$ cat src/rtl/uart_frame_pkg.sv
// Shared encodings for the UART receive framer: FSM states, error codes and the default SOF byte.
package uart_frame_pkg;

    typedef enum logic [2:0] {
        HUNT    = 3'd0,
        LEN     = 3'd1,
        PAYLOAD = 3'd2,
        CHECK   = 3'd3,
        DRAIN   = 3'd4
    } frame_state_t;

    typedef enum logic [1:0] {
        ERR_LEN     = 2'd0,
        ERR_CHK     = 2'd1,
        ERR_BREAK   = 2'd2,
        ERR_TIMEOUT = 2'd3
    } err_code_t;

    localparam logic [7:0] DEFAULT_SOF = 8'h7E;

    // Address/counter width for a range of n values, never narrower than one bit.
    function automatic int clog2_min1(input int n);
        return (n > 1) ? $clog2(n) : 1;
    endfunction

endpackage

$ cat src/rtl/uart_frame_buf.sv
// Payload store for one frame: synchronous write port, combinational read port.
module uart_frame_buf #(
    parameter int DEPTH = 16,
    parameter int PTR_W = 4
) (
    input  logic             clk,
    input  logic             wr_en,
    input  logic [PTR_W-1:0] wr_addr,
    input  logic [7:0]       wr_data,
    input  logic [PTR_W-1:0] rd_addr,
    output logic [7:0]       rd_data
);

    logic [7:0] mem [DEPTH];

    // NOTE: the array has no reset; every location is written before it is read, and a reset
    // term would turn the storage into a wide mux of reset flops for no functional gain.
    always_ff @(posedge clk) begin
        if (wr_en) begin
            mem[wr_addr] <= wr_data;
        end
    end

    assign rd_data = mem[rd_addr];

endmodule

$ cat src/rtl/uart_rx_framer.sv
// Frames the UART receive byte stream (SOF, length, payload, XOR checksum) and replays
// validated payloads on a valid/ready stream; framing faults become one-cycle error pulses.
module uart_rx_framer
    import uart_frame_pkg::*;
#(
    parameter logic [7:0] SOF            = DEFAULT_SOF,
    parameter int         MAX_LEN        = 16,
    parameter int         TIMEOUT_CYCLES = 200000
) (
    input  logic       clk,
    input  logic       resetn,
    input  logic       uart_rx_valid,
    input  logic [7:0] uart_rx_data,
    input  logic       uart_rx_break,
    output logic       m_valid,
    input  logic       m_ready,
    output logic [7:0] m_data,
    output logic       m_last,
    output logic [7:0] m_len,
    output logic       frame_err,
    output logic [1:0] err_code,
    output logic       drop
);

    localparam int               PTR_W     = clog2_min1(MAX_LEN);
    localparam int               TMO_W     = clog2_min1(TIMEOUT_CYCLES);
    localparam logic [TMO_W-1:0] TMO_LAST  = TMO_W'(TIMEOUT_CYCLES - 1);
    localparam logic [7:0]       MAX_LEN_B = 8'(MAX_LEN);

    frame_state_t     state_q, state_d;
    logic [7:0]       len_q, len_d;
    logic [7:0]       chk_q, chk_d;
    logic [PTR_W-1:0] wr_ptr_q, wr_ptr_d;
    logic [PTR_W-1:0] rd_ptr_q, rd_ptr_d;
    logic [TMO_W-1:0] tmo_q, tmo_d;
    logic             err_q, err_d;
    err_code_t        code_q, code_d;
    logic             drop_q, drop_d;

    logic             buf_we;
    logic [7:0]       buf_rdata;
    logic             in_frame;
    logic             draining;
    logic             last_wr;
    logic             last_rd;
    logic             timeout_hit;

    uart_frame_buf #(
        .DEPTH (MAX_LEN),
        .PTR_W (PTR_W)
    ) u_buf (
        .clk     (clk),
        .wr_en   (buf_we),
        .wr_addr (wr_ptr_q),
        .wr_data (uart_rx_data),
        .rd_addr (rd_ptr_q),
        .rd_data (buf_rdata)
    );

    assign in_frame    = state_q inside {LEN, PAYLOAD, CHECK};
    assign draining    = (state_q == DRAIN);
    assign last_wr     = (8'(wr_ptr_q) == len_q - 8'd1);
    assign last_rd     = (8'(rd_ptr_q) == len_q - 8'd1);
    // Fires on the idle cycle whose increment would land the counter on its last value.
    assign timeout_hit = ((tmo_q + TMO_W'(1)) == TMO_LAST);

    always_comb begin
        // NOTE: every signal driven here gets a default first, so no branch can leave one
        // unassigned and infer a latch.
        state_d  = state_q;
        len_d    = len_q;
        chk_d    = chk_q;
        wr_ptr_d = wr_ptr_q;
        rd_ptr_d = rd_ptr_q;
        tmo_d    = '0;
        err_d    = 1'b0;
        code_d   = code_q;
        drop_d   = 1'b0;
        buf_we   = 1'b0;

        if (in_frame) begin
            tmo_d = tmo_q + TMO_W'(1);
            // Break outranks a byte in the same cycle; that byte is lost with the frame.
            if (uart_rx_break) begin
                err_d   = 1'b1;
                code_d  = ERR_BREAK;
                state_d = HUNT;
                tmo_d   = '0;
            end else if (uart_rx_valid) begin
                tmo_d = '0;
                case (state_q)
                    LEN: begin
                        if (uart_rx_data == 8'd0 || uart_rx_data > MAX_LEN_B) begin
                            err_d   = 1'b1;
                            code_d  = ERR_LEN;
                            state_d = HUNT;
                        end else begin
                            len_d    = uart_rx_data;
                            chk_d    = uart_rx_data;
                            wr_ptr_d = '0;
                            state_d  = PAYLOAD;
                        end
                    end
                    PAYLOAD: begin
                        buf_we   = 1'b1;
                        chk_d    = chk_q ^ uart_rx_data;
                        wr_ptr_d = wr_ptr_q + PTR_W'(1);
                        if (last_wr) begin
                            state_d = CHECK;
                        end
                    end
                    CHECK: begin
                        if (uart_rx_data == chk_q) begin
                            rd_ptr_d = '0;
                            state_d  = DRAIN;
                        end else begin
                            err_d   = 1'b1;
                            code_d  = ERR_CHK;
                            state_d = HUNT;
                        end
                    end
                    default: begin
                    end
                endcase
            end else if (timeout_hit) begin
                err_d   = 1'b1;
                code_d  = ERR_TIMEOUT;
                state_d = HUNT;
                tmo_d   = '0;
            end
        end else if (draining) begin
            // A committed frame is never abandoned: break is ignored and new bytes are dropped.
            drop_d = uart_rx_valid;
            if (m_ready) begin
                if (last_rd) begin
                    rd_ptr_d = '0;
                    state_d  = HUNT;
                end else begin
                    rd_ptr_d = rd_ptr_q + PTR_W'(1);
                end
            end
        end else if (uart_rx_valid && uart_rx_data == SOF) begin
            state_d = LEN;
        end
    end

    // NOTE: non-blocking assignments make every register sample the pre-edge values, so the
    // order of statements inside the block does not matter.
    always_ff @(posedge clk) begin
        if (!resetn) begin
            state_q  <= HUNT;
            len_q    <= '0;
            chk_q    <= '0;
            wr_ptr_q <= '0;
            rd_ptr_q <= '0;
            tmo_q    <= '0;
            err_q    <= 1'b0;
            code_q   <= ERR_LEN;
            drop_q   <= 1'b0;
        end else begin
            state_q  <= state_d;
            len_q    <= len_d;
            chk_q    <= chk_d;
            wr_ptr_q <= wr_ptr_d;
            rd_ptr_q <= rd_ptr_d;
            tmo_q    <= tmo_d;
            err_q    <= err_d;
            code_q   <= code_d;
            drop_q   <= drop_d;
        end
    end

    // Stream outputs read zero outside DRAIN so stale buffer contents never leak out.
    assign m_valid   = draining;
    assign m_data    = draining ? buf_rdata : 8'h00;
    assign m_last    = draining && last_rd;
    assign m_len     = draining ? len_q : 8'h00;
    assign frame_err = err_q;
    assign err_code  = code_q;
    assign drop      = drop_q;

endmodule

$ cat config.mk
export PLATFORM = sky130hd
export DESIGN_NAME = uart_rx_framer
export DESIGN_NICKNAME = d
export VERILOG_FILES = /design/src/rtl/uart_frame_pkg.sv /design/src/rtl/uart_frame_buf.sv /design/src/rtl/uart_rx_framer.sv
export SDC_FILE = /design/constraint.sdc
export NUM_CORES = 1
export LEC_CHECK = 0
export CORE_MARGIN = 2
export CORE_UTILIZATION = 45
export DETAILED_ROUTE_END_ITERATION = 10
export HOLD_SLACK_MARGIN = 0.06
export RECOVER_POWER = 100
export SLEW_MARGIN = 20
export SYNTH_ARGS = -nofsm -noshare
export SYNTH_HDL_FRONTEND = slang
export SYNTH_SLANG_ARGS = --single-unit
$ cat constraint.sdc
create_clock -name clk -period 5.8 [get_ports clk]
set_clock_uncertainty 0.2 [all_clocks]
set_input_delay 0.58 -clock clk [delete_from_list [all_inputs] [get_ports clk]]
set_output_delay 0.58 -clock clk [all_outputs]
set_load 0.005 [all_outputs]
==> metrics.md, run 1 <==
| Metric | Value |
|---|---|
| Status | `complete, but fails checks` |
| Failing checks | `capacitance limit, slew limit` |
| Area of the mapped netlist | `between 0.007 and 0.008 mm2` |
| Number of buffers added by the clock tree synthesis step | `17` |
| Half-perimeter wire length after placement | `~11 mm` |
| Reg-to-reg critical path startpoint | `tmo_q[0]` |
| Crit path kind | `reg2out` |
| Dominant synthesized flop cell | `edfxtp_1` |
| Unique masters post-synth | `between 50 and 60` |
| First-pass iteration count of the detailed router | `4` |
| Ant. Diodes | `0` |
| Clock-pin slew reported for the worst setup and hold paths after clock tree synthesis | `70 ps` |
| Remaining Overflow, GRT | `0` |
| Antenna Nets Post-Route | `0` |
| Crit Path Max Fanout | `25` |
| Number of H-tree levels | `4` |
| Most frequent cell on the critical path | `mux4_2` |
| Hold depth | `1` |
| Routed vias | `~4,600` |
| PnR Total Power | `between 2 and 3 mW` |
| Maximum vdd ir drop | `~0.00022 V` |
| Share of flip-flops with an asynchronous set or reset | `0` |
| Number of I/O port buffers | `34` |
| Effective utilization at floorplan | `0.459` |
| Die area | `roughly 0.019 mm2` |
| Number of ports placed on the die boundary | `35` |
| Resized Gates After CTS | `0` |
| Yosys reg bits | `181` |
| Mean routed wirelength per cell | `20.0 um` |
| Clk_lat worst skew | `~430 ps` |
| Die span in x | `~140 um` |
| # rows | `48` |
| Critical path required time | `between 5000 and 6000 ps` |
| Number of enable flip-flop cells after synthesis | `roughly 130` |
| Core area | `around 0.017 mm2` |
| Die span in y | `137 um` |
| Leakage power | `roughly 3.0 nW` |
| Worst hold path endpoint | `len_q[6]` |
| Largest cells by area after synthesis | `edfxtp_1 (49%), dfxtp_1 (13%), mux4_2 (11%)` |
| Tightest Hold Check Type | `reg2reg` |
| Synth warn | `0` |
| Start point of the worst min-delay path | `len_q[6]` |
| Number of cell instances on the worst register-to-register path | `8` |
| Cell count along the critical path | `5` |
| Portion of the clock cycle consumed by the worst path in the final layout | `0.814` |
| Pre-CTS worst setup slack | `slightly below 2000 ps` |
| Antenna violations before repair | `0` |
| Via/cell ratio | `approximately 5.5` |
| Fin Setup TNS | `0 ps` |
| Wirelength, routed | `around 17 mm` |
| Final setup vio count | `0` |
| CTS Buffer Depth | `2` |
| Ordered cell list for the critical path | `buf_4, mux4_2, mux4_2, and2_1, clkdlybuf4s50_1` |
| Net count reported at finish | `between 600 and 700` |
| Hold bufs inserted after CTS | `0` |
| Unrepaired setup endpoints after global routing | `no` |
| Vias in the first global route | `approximately 4,700` |
| Remaining DRCs | `0` |
| Weighted congestion at the end of routability-driven global placement | `0.827` |
| Share of post-route cells with drive strength above 1 | `0.142` |
| Final worst path period need | `approximately 4700 ps` |
| Number of buffer and inverter stages on the critical path | `2` |
| Max-capacitance violation count | `1` |
| Worst r2r dst | `tmo_q[2]` |
| Wire length of the first global-routing pass | `between 20 and 30 mm` |
| Count of mapped cells out of synthesis | `552` |
| Worst path top cell family by delay | `flip-flops` |
| Post-synth top area cell | `edfxtp_1` |
| Min setup slack post-route | `around 1100 ps` |
| CTS sink count | `roughly 180` |
| Highest clock rate | `0.212 GHz` |
| Post-CTS setup buffers | `0` |
| Pin count of the biggest net entering global routing | `33` |
| Number of design-rule violations left by the first detailed-router iteration | `between 300 and 400` |
| Average cell area after synthesis | `14.3 um2` |
| Cell Pwr Density | `between 200 and 300 mW/mm2` |
| Hold Violations, Final | `0` |
| CP Capture Type | `output pin` |
| Syn Nets | `~570` |
| Clock tree from TritonCTS | `built` |
| Area share of the largest cell type after synthesis | `0.486` |
| Transition time of the tightest slew-check pin | `between 1500 and 2000 ps` |
| Layout fillers | `around 1,400` |
| Worst reg-to-reg setup slack | `between 2000 and 2500 ps` |
| Max Transition Viols Final | `26` |
| Data arrival time at the worst-slack endpoint | `a little under 4000 ps` |
| Setup crit start kind | `register` |
| Share of synthesized area occupied by flip-flops and latches | `0.620` |
| Worst slew slack as a fraction of its limit | `-0.162` |
| Slowest cell on the critical path | `dfxtp_1` |
| Growth of design area from synthesis to finish | `14.4%` |
| Master cell of the clock root buffer | `clkbuf_16` |
| Slowest stage delay, CP | `about 1500 ps` |
| GRT Util Overall | `0.194` |
[cell usage in the layout, fill, tap and decap left out, types with 3 or more instances in the layout]
master	netlist	routed
a21oi_1	10	10
xor2_1	19	19
xnor2_1	28	28
nor2b_1	9	9
nand4_1	5	5
dfxtp_1	53	53
nand3_1	8	10
clkinv_4	0	3
nor3_1	10	10
clkbuf_16	0	19
ha_1	8	8
dlygate4sd3_1	0	26
and2_1	36	13
a31oi_1	5	5
o21ai_0	9	9
a21boi_0	3	4
edfxtp_1	128	128
inv_1	12	12
clkbuf_1	14	7
nand2b_1	5	5
clkdlybuf4s50_1	0	7
and2_0	0	23
mux4_2	40	40
nor2_1	36	36
mux2i_1	5	5
nor4_1	7	7
nor3b_1	5	5
nand2_1	41	41
and3_1	14	14
inv_6	0	3
[where the power goes]
part | switching, mW | internal (mW) | leakage, nW
combinational | 0.0291 | 0.0121 | 1.10
sequential | 0.000105 | 1.38 | 1.58
clock | 0.490 | 0.659 | 0.294
total | 0.519 | 2.05 | 2.97
[cell usage after synthesis (all sizes together) (2+ instances only)]
library cell	n
xnor2	28
nand3	10
nand4	7
xor2	19
nor3	11
a21boi	4
nor2	36
and3	14
a2111oi	2
nor4	8
or2	2
inv	12
nor3b	5
clkbuf	14
nor2b	9
edfxtp	128
o221a	2
nor4b	2
mux4	40
a21oi	10
and2	36
o21ai	9
nand2	41
nand2b	5
mux2i	5
a31oi	5
o31ai	2
nand3b	2
dfxtp	53
nand4b	2
o211a	2
ha	8
buf	7
[kinds of logic after synthesis]
family,after synthesis,share of synthesized area
DFF,181,0.620
xor gates and xnor gates,47,0.0520
muxes,46,0.122
adders and majority gates,8,0.0126
and+or+nand+nor,194,0.138
buffers and inverters,33,0.0168
AOI/OAI and AO/OA,43,0.0392
[metrics by stage]
step | instance area [um2] | hold WS (ps) | util | instances
global placement | 8520 | 284 | 0.494 | 799
detailed placement | 8520 | 294 | 0.495 | 799
CTS | 9130 | 307 | 0.530 | 831
floorplan | 7920 | 259 | - | 552
global route | 9050 | 316 | 0.525 | 831
finish | 9050 | 303 | 0.525 | 831
[worst max path at each step]
stage	endpoint
global route	m_data[2]
global placement	chk_q[2]
finish	m_data[2]
detailed placement	chk_q[1]
floorplan	m_data[0]
CTS	m_data[2]
[routing by layer]
layer	track usage	part of all wire	wire, um	vias up
li1	-	-	-	2150
met1	0.265	0.45	7520	2297
met2	0.313	0.50	8240	118
met3	0.0381	0.039	641	15
met4	0.0637	0.012	201	0
met5	0	0	0	-
[final cells by class]
type / count / area [um2] / area share
Clock buffer: 20 / 489 / 0.0540
Clock inverter: 12 / 114 / 0.0126
Inverter: 12 / 45.0 / 0.00498
Multi-Input combinational cell: 338 / 2840 / 0.314
Sequential cell: 181 / 4900 / 0.542
Tap cell: 225 / 282 / 0.0311
Timing Repair Buffer: 43 / 377 / 0.0416
[sequential cells by signal, indices dropped and copies added (netlist names), named ones only]
signal,count
u_buf.mem,128
tmo_q,18
chk_q,8
len_q,8
rd_ptr_q,4
wr_ptr_q,4
state_q,3
err_code,2
drop,1
frame_err,1
Note: power is estimated with default switching activity, not from simulation.
==> inputs of run 2 (changes only) <==
- clock period: 5.8 -> 3.9 ns (I/O delays scaled with it)
==> metrics.md, run 2 (same netlist as run 1, synthesis figures left out) <==
| Metric | Value |
|---|---|
| Routed vias | `around 4,600` |
| Highest clock rate | `between 0.2 and 0.3 GHz` |
| Worst r2r dst | `tmo_q[2]` |
| Logic gate share of total power | `0.018` |
| Unrepaired setup endpoints after global routing | `no` |
| Worst slew slack as a fraction of its limit | `0.374` |
| P_sw | `~0.78 mW` |
| Remaining Overflow, GRT | `0` |
| Clock-pin slew reported for the worst setup and hold paths after clock tree synthesis | `around 60 ps` |
| CP Capture Type | `output pin` |
| # rows | `between 40 and 50` |
| Fin Setup TNS | `0 ps` |
| Hold depth | `1` |
| Final worst path period need | `around 3700 ps` |
| Number of I/O port buffers | `34` |
| Slowest stage delay, CP | `~570 ps` |
| Max-capacitance violation count | `0` |
| Share of post-route cells with drive strength above 1 | `0.144` |
| Commonest cells after routing, fill and taps aside | `edfxtp_1 (128), dfxtp_1 (52), nand2_1 (41), mux4_2 (40), nor2_1 (36)` |
| Portion of the clock cycle consumed by the worst path in the final layout | `0.942` |
| Layout fillers | `between 1,000 and 1,500` |
| Most frequent cell on the critical path | `mux4_2` |
| Master cell of the clock root buffer | `clkbuf_16` |
| Register with the highest flop count | `u_buf.mem` |
| First-pass iteration count of the detailed router | `5` |
| Status | `complete, no violations` |
| CTS Buffer Depth | `2` |
| Growth of design area from synthesis to finish | `14.8%` |
| Leakage power | `~3.0 nW` |
| Wire length of the first global-routing pass | `about 26 mm` |
| Transition time of the tightest slew-check pin | `around 940 ps` |
| Placed Instances | `804` |
| Resized Gates After CTS | `0` |
| Net count reported at finish | `619` |
| Number of buffer and inverter stages on the critical path | `2` |
| Worst path top cell family by delay | `multiplexers` |
| Finished Core Util | `0.527` |
| Hold bufs inserted after CTS | `0` |
| GRT Util Overall | `0.192` |
| Final setup vio count | `0` |
| Mean routed wirelength per cell | `about 20 um` |
| Worst hold path endpoint | `len_q[7]` |
| Die span in x | `137 um` |
| Die span in y | `between 100 and 150 um` |
| Antenna violations before repair | `0` |
| Number of buffers added by the clock tree synthesis step | `17` |
| Crit path kind | `reg2out` |
| Die area | `roughly 0.019 mm2` |
| Number of H-tree levels | `4` |
| Switching share of power | `0.206` |
| Slowest cell on the critical path | `mux4_2` |
| Reg-to-reg critical path startpoint | `tmo_q[0]` |
| Cell Area, Placed | `0.00857 mm2` |
| Core area | `0.0172 mm2` |
| Internal power | `about 3.0 mW` |
| Vias in the first global route | `about 4,600` |
| Clk_lat worst skew | `approximately 430 ps` |
| Post-CTS setup buffers | `0` |
| Antenna Nets Post-Route | `0` |
| Number of flip-flops under the largest register name | `128` |
| Remaining DRCs | `0` |
| Largest registers | `u_buf.mem x128, tmo_q x18` |
| CTS sink count | `181` |
| Cell Pwr Density | `roughly 410 mW/mm2` |
| Half-perimeter wire length after placement | `approximately 11 mm` |
| Data arrival time at the worst-slack endpoint | `roughly 3100 ps` |
| Tightest Hold Check Type | `reg2reg` |
| Max Transition Viols Final | `0` |
| Hold Violations, Final | `0` |
| Final Non-Filler Cells | `between 800 and 900` |
| Sequential group share of total power | `0.545` |
| Clock tree from TritonCTS | `built` |
| Setup crit start kind | `register` |
| Maximum vdd ir drop | `about 0.00031 V` |
| Wirelength, routed | `between 15 and 20 mm` |
| Most common cell after layout, fill and taps aside | `edfxtp_1` |
| Effective utilization at floorplan | `0.459` |
| Ordered cell list for the critical path | `buf_6, mux4_2, mux4_2, and2_1, clkdlybuf4s50_1` |
| Number of cell instances on the worst register-to-register path | `8` |
| Pin count of the biggest net entering global routing | `33` |
| Number of design-rule violations left by the first detailed-router iteration | `between 200 and 300` |
| Worst reg-to-reg setup slack | `320 ps` |
| Start point of the worst min-delay path | `len_q[7]` |
| Proportion of power drawn by the clock network | `0.438` |
| Weighted congestion at the end of routability-driven global placement | `slightly above 0.8` |
| Critical path required time | `between 3000 and 4000 ps` |
| Crit Path Max Fanout | `23` |
| Post-route design area | `~0.0091 mm2` |
| Ant. Diodes | `0` |
| Via/cell ratio | `~5.5` |
| Number of ports placed on the die boundary | `35` |
## run 2: cell count changes in the layout (fill, tap and decap cells not counted), moves of 3 or more
cell / delta
clkdlybuf4s50_1: +6
clkbuf_1: +5
dlygate4sd3_1: -5
and2_0: +3
and2_1: -3
## run 2: area by class of cell
| class | count | area (um2) | area share |
|---|---|---|---|
| sequential | 181 | 4910 | 0.540 |
| multi-input combinational | 338 | 2870 | 0.315 |
| clock buffer | 21 | 493 | 0.0542 |
| timing repair buffer | 48 | 408 | 0.0449 |
| tap | 225 | 282 | 0.0310 |
| clock inverter | 11 | 90.1 | 0.00991 |
| inverter | 12 | 45.0 | 0.00496 |
## run 2: worst max-delay path by stage
stage               startpoint         to  slack [ps]  cells after the start
global route          register  m_data[4]          60                      5
CTS                   len_q[0]     m_last         190                      8
finish                register  m_data[1]         230                      5
detailed placement    len_q[0]     m_last         680                      8
global placement      register  m_data[1]         710                      5
floorplan             register  m_data[0]        1080                      5
## run 2: metal layers
| layer | GRT usage | vias to the layer above | wire length (um) |
|---|---|---|---|
| li1 | - | 2152 | - |
| met1 | 0.268 | 2325 | 7730 |
| met2 | 0.305 | 96 | 8050 |
| met3 | 0.0344 | 18 | 560 |
| met4 | 0.0683 | 0 | 330 |
| met5 | 0 | - | 0 |
## run 2: through the flow
step                setup slack (ps)  hold slack [ps]  power [mW]
floorplan                       1080              259        2.11
global placement                 714              284        2.17
detailed placement               685              286        2.17
CTS                              192              299        3.81
global route                    62.4              315        3.88
finish                           226              292        3.77
## run 2: power groups by stage
stage          Combinational [mW]  Clock, mW  Sequential, mW
2_1_floorplan              0.0180          0            2.10
3_3_place_gp               0.0719          0            2.10
3_5_place_dp               0.0742          0            2.10
4_1_cts                    0.0744       1.69            2.05
5_1_grt                    0.0736       1.76            2.05
6_report                   0.0666       1.65            2.05
==> inputs of run 3 (changes only) <==
- ABC_CLOCK_PERIOD_IN_PS: not set -> 3900
- CTS_BUF_LIST: not set -> sky130_fd_sc_hd__clkbuf_16
- MAX_ROUTING_LAYER: not set -> met4
==> metrics.md, run 3 (same netlist as run 1, synthesis figures left out) <==
| Metric | Value |
|---|---|
| Crit path kind | `reg2out` |
| First-pass iteration count of the detailed router | `7` |
| Pin count of the biggest net entering global routing | `33` |
| Vias in the first global route | `between 4,000 and 5,000` |
| Number of buffer and inverter stages on the critical path | `2` |
| Hold Violations, Final | `0` |
| # rows | `48` |
| Slowest cell on the critical path | `mux4_2` |
| Most frequent cell on the critical path | `mux4_2` |
| Clk_lat worst skew | `about 420 ps` |
| Proportion of power drawn by the clock network | `0.435` |
| Remaining DRCs | `0` |
| Worst hold slack after final layout | `about 290 ps` |
| Setup crit start kind | `register` |
| Logic gate share of total power | `0.018` |
| Final worst path period need | `between 3000 and 4000 ps` |
| Crit Path Max Fanout | `23` |
| Top Layer Used | `met4` |
| Number of design-rule violations left by the first detailed-router iteration | `~230` |
| Antenna violations before repair | `0` |
| Number of ports placed on the die boundary | `35` |
| CTS Buffer Depth | `2` |
| Routed vias | `roughly 4,600` |
| Resized Gates After CTS | `0` |
| Largest registers | `u_buf.mem x128, tmo_q x18` |
| Portion of the clock cycle consumed by the worst path in the final layout | `0.941` |
| CP Capture Type | `output pin` |
| Die area | `~0.019 mm2` |
| Max-capacitance violation count | `0` |
| Switching share of power | `0.207` |
| Wire length of the first global-routing pass | `about 26 mm` |
| Share of post-route cells with drive strength above 1 | `0.144` |
| Unrepaired setup endpoints after global routing | `no` |
| Fin Setup TNS | `0 ps` |
| Maximum vdd ir drop | `roughly 0.00031 V` |
| Ordered cell list for the critical path | `buf_6, mux4_2, mux4_2, and2_1, clkdlybuf4s50_1` |
| Data arrival time at the worst-slack endpoint | `between 3000 and 4000 ps` |
| Clock tree from TritonCTS | `built` |
| Status | `complete, no violations` |
| Weighted congestion at the end of routability-driven global placement | `about 0.84` |
| Sequential group share of total power | `0.548` |
| Worst path top cell family by delay | `multiplexers` |
| Growth of design area from synthesis to finish | `14.8%` |
| Detailed-routed wire length on met2 | `roughly 8 mm` |
| Max Transition Viols Final | `0` |
| Most common cell after layout, fill and taps aside | `edfxtp_1` |
| Post-CTS setup buffers | `0` |
| Core area | `approximately 0.017 mm2` |
| Met1 wire length | `between 7 and 8 mm` |
| Cell Pwr Density | `about 410 mW/mm2` |
| Commonest cells after routing, fill and taps aside | `edfxtp_1 (128), dfxtp_1 (52), nand2_1 (41), mux4_2 (40), nor2_1 (36)` |
| Die span in y | `approximately 140 um` |
| Master cell of the clock root buffer | `clkbuf_16` |
| Post-route design area | `0.00909 mm2` |
| Via/cell ratio | `roughly 5.5` |
| Length of routed met3 wiring | `around 510 um` |
| Tightest Hold Check Type | `reg2reg` |
| Register with the highest flop count | `u_buf.mem` |
| P_sw | `0.777 mW` |
| Number of flip-flops under the largest register name | `between 100 and 150` |
| Worst slew slack as a fraction of its limit | `0.364` |
| Die span in x | `137 um` |
| Clock-pin slew reported for the worst setup and hold paths after clock tree synthesis | `60 ps` |
| Number of H-tree levels | `4` |
| GRT Util Overall | `0.198` |
| Cell Area, Placed | `approximately 0.0086 mm2` |
| Leakage power | `just under 3 nW` |
| Net count reported at finish | `around 620` |
| Highest clock rate | `about 0.27 GHz` |
| Effective utilization at floorplan | `0.459` |
| Slowest stage delay, CP | `580 ps` |
| Ant. Diodes | `0` |
| Reg-to-reg critical path startpoint | `tmo_q[0]` |
| Critical path required time | `about 3300 ps` |
| Wirelength, routed | `between 15 and 20 mm` |
| Hold bufs inserted after CTS | `0` |
| Start point of the worst min-delay path | `len_q[7]` |
| Final setup vio count | `0` |
| Mean routed wirelength per cell | `19.9 um` |
| Remaining Overflow, GRT | `0` |
| Antenna Nets Post-Route | `0` |
| Transition time of the tightest slew-check pin | `954 ps` |
| Number of I/O port buffers | `34` |
| Number of buffers added by the clock tree synthesis step | `17` |
| CTS sink count | `between 150 and 200` |
| Internal power | `roughly 3.0 mW` |
| Half-perimeter wire length after placement | `~11 mm` |
==> run 3: final timing paths <==
check	to	slack [ps]	cells past startpoint
min reg2reg	len_q[7]	290	1
max reg2reg	tmo_q[2]	470	8
min	len_q[7]	290	1
max	m_data[1]	230	5
==> run 3: area by class of cell <==
cell class,count,area (um2)
inverter,12,45.0
clock buffer,19,475
tap,225,282
clock inverter,13,97.6
fill,1436,8150
timing repair buffer,48,408
sequential,181,4910
multi-input combinational,338,2870
==> run 3: metrics by stage <==
step | power [mW] | util | instances | worst slack, ps
after CTS | 3.79 | 0.530 | 836 | 192
after floorplan | 2.11 | - | 552 | 1080
final | 3.75 | 0.527 | 836 | 229
after global routing | 3.87 | 0.527 | 836 | 66.0
after detailed placement | 2.17 | 0.497 | 804 | 685
after global placement | 2.17 | 0.497 | 804 | 714
==> run 3: per-layer routing <==
| metal | up-vias | track usage |
|---|---|---|
| met2 | 100 | 0.304 |
| met3 | 16 | 0.0389 |
| met5 | - | - |
| li1 | 2151 | - |
| met1 | 2326 | 0.269 |
| met4 | 0 | 0.0613 |
==> run 3: worst register-to-register path: cells and delay by family (launching register included) <==
kind / cells / cell delay (ps)
AOI/OAI and AO/OA: 4 / 1400
adders and majority gates: 1 / 240
DFF: 1 / 490
and+or+nand+nor: 3 / 1040
==> run 3: power by group through the flow <==
stage                     Combinational (mW)  Clock, mW  Sequential (mW)
after floorplan                       0.0180          0             2.10
after global placement                0.0719          0             2.10
after detailed placement              0.0742          0             2.10
after CTS                             0.0744       1.66             2.05
after global routing                  0.0743       1.74             2.05
final                                 0.0669       1.63             2.05
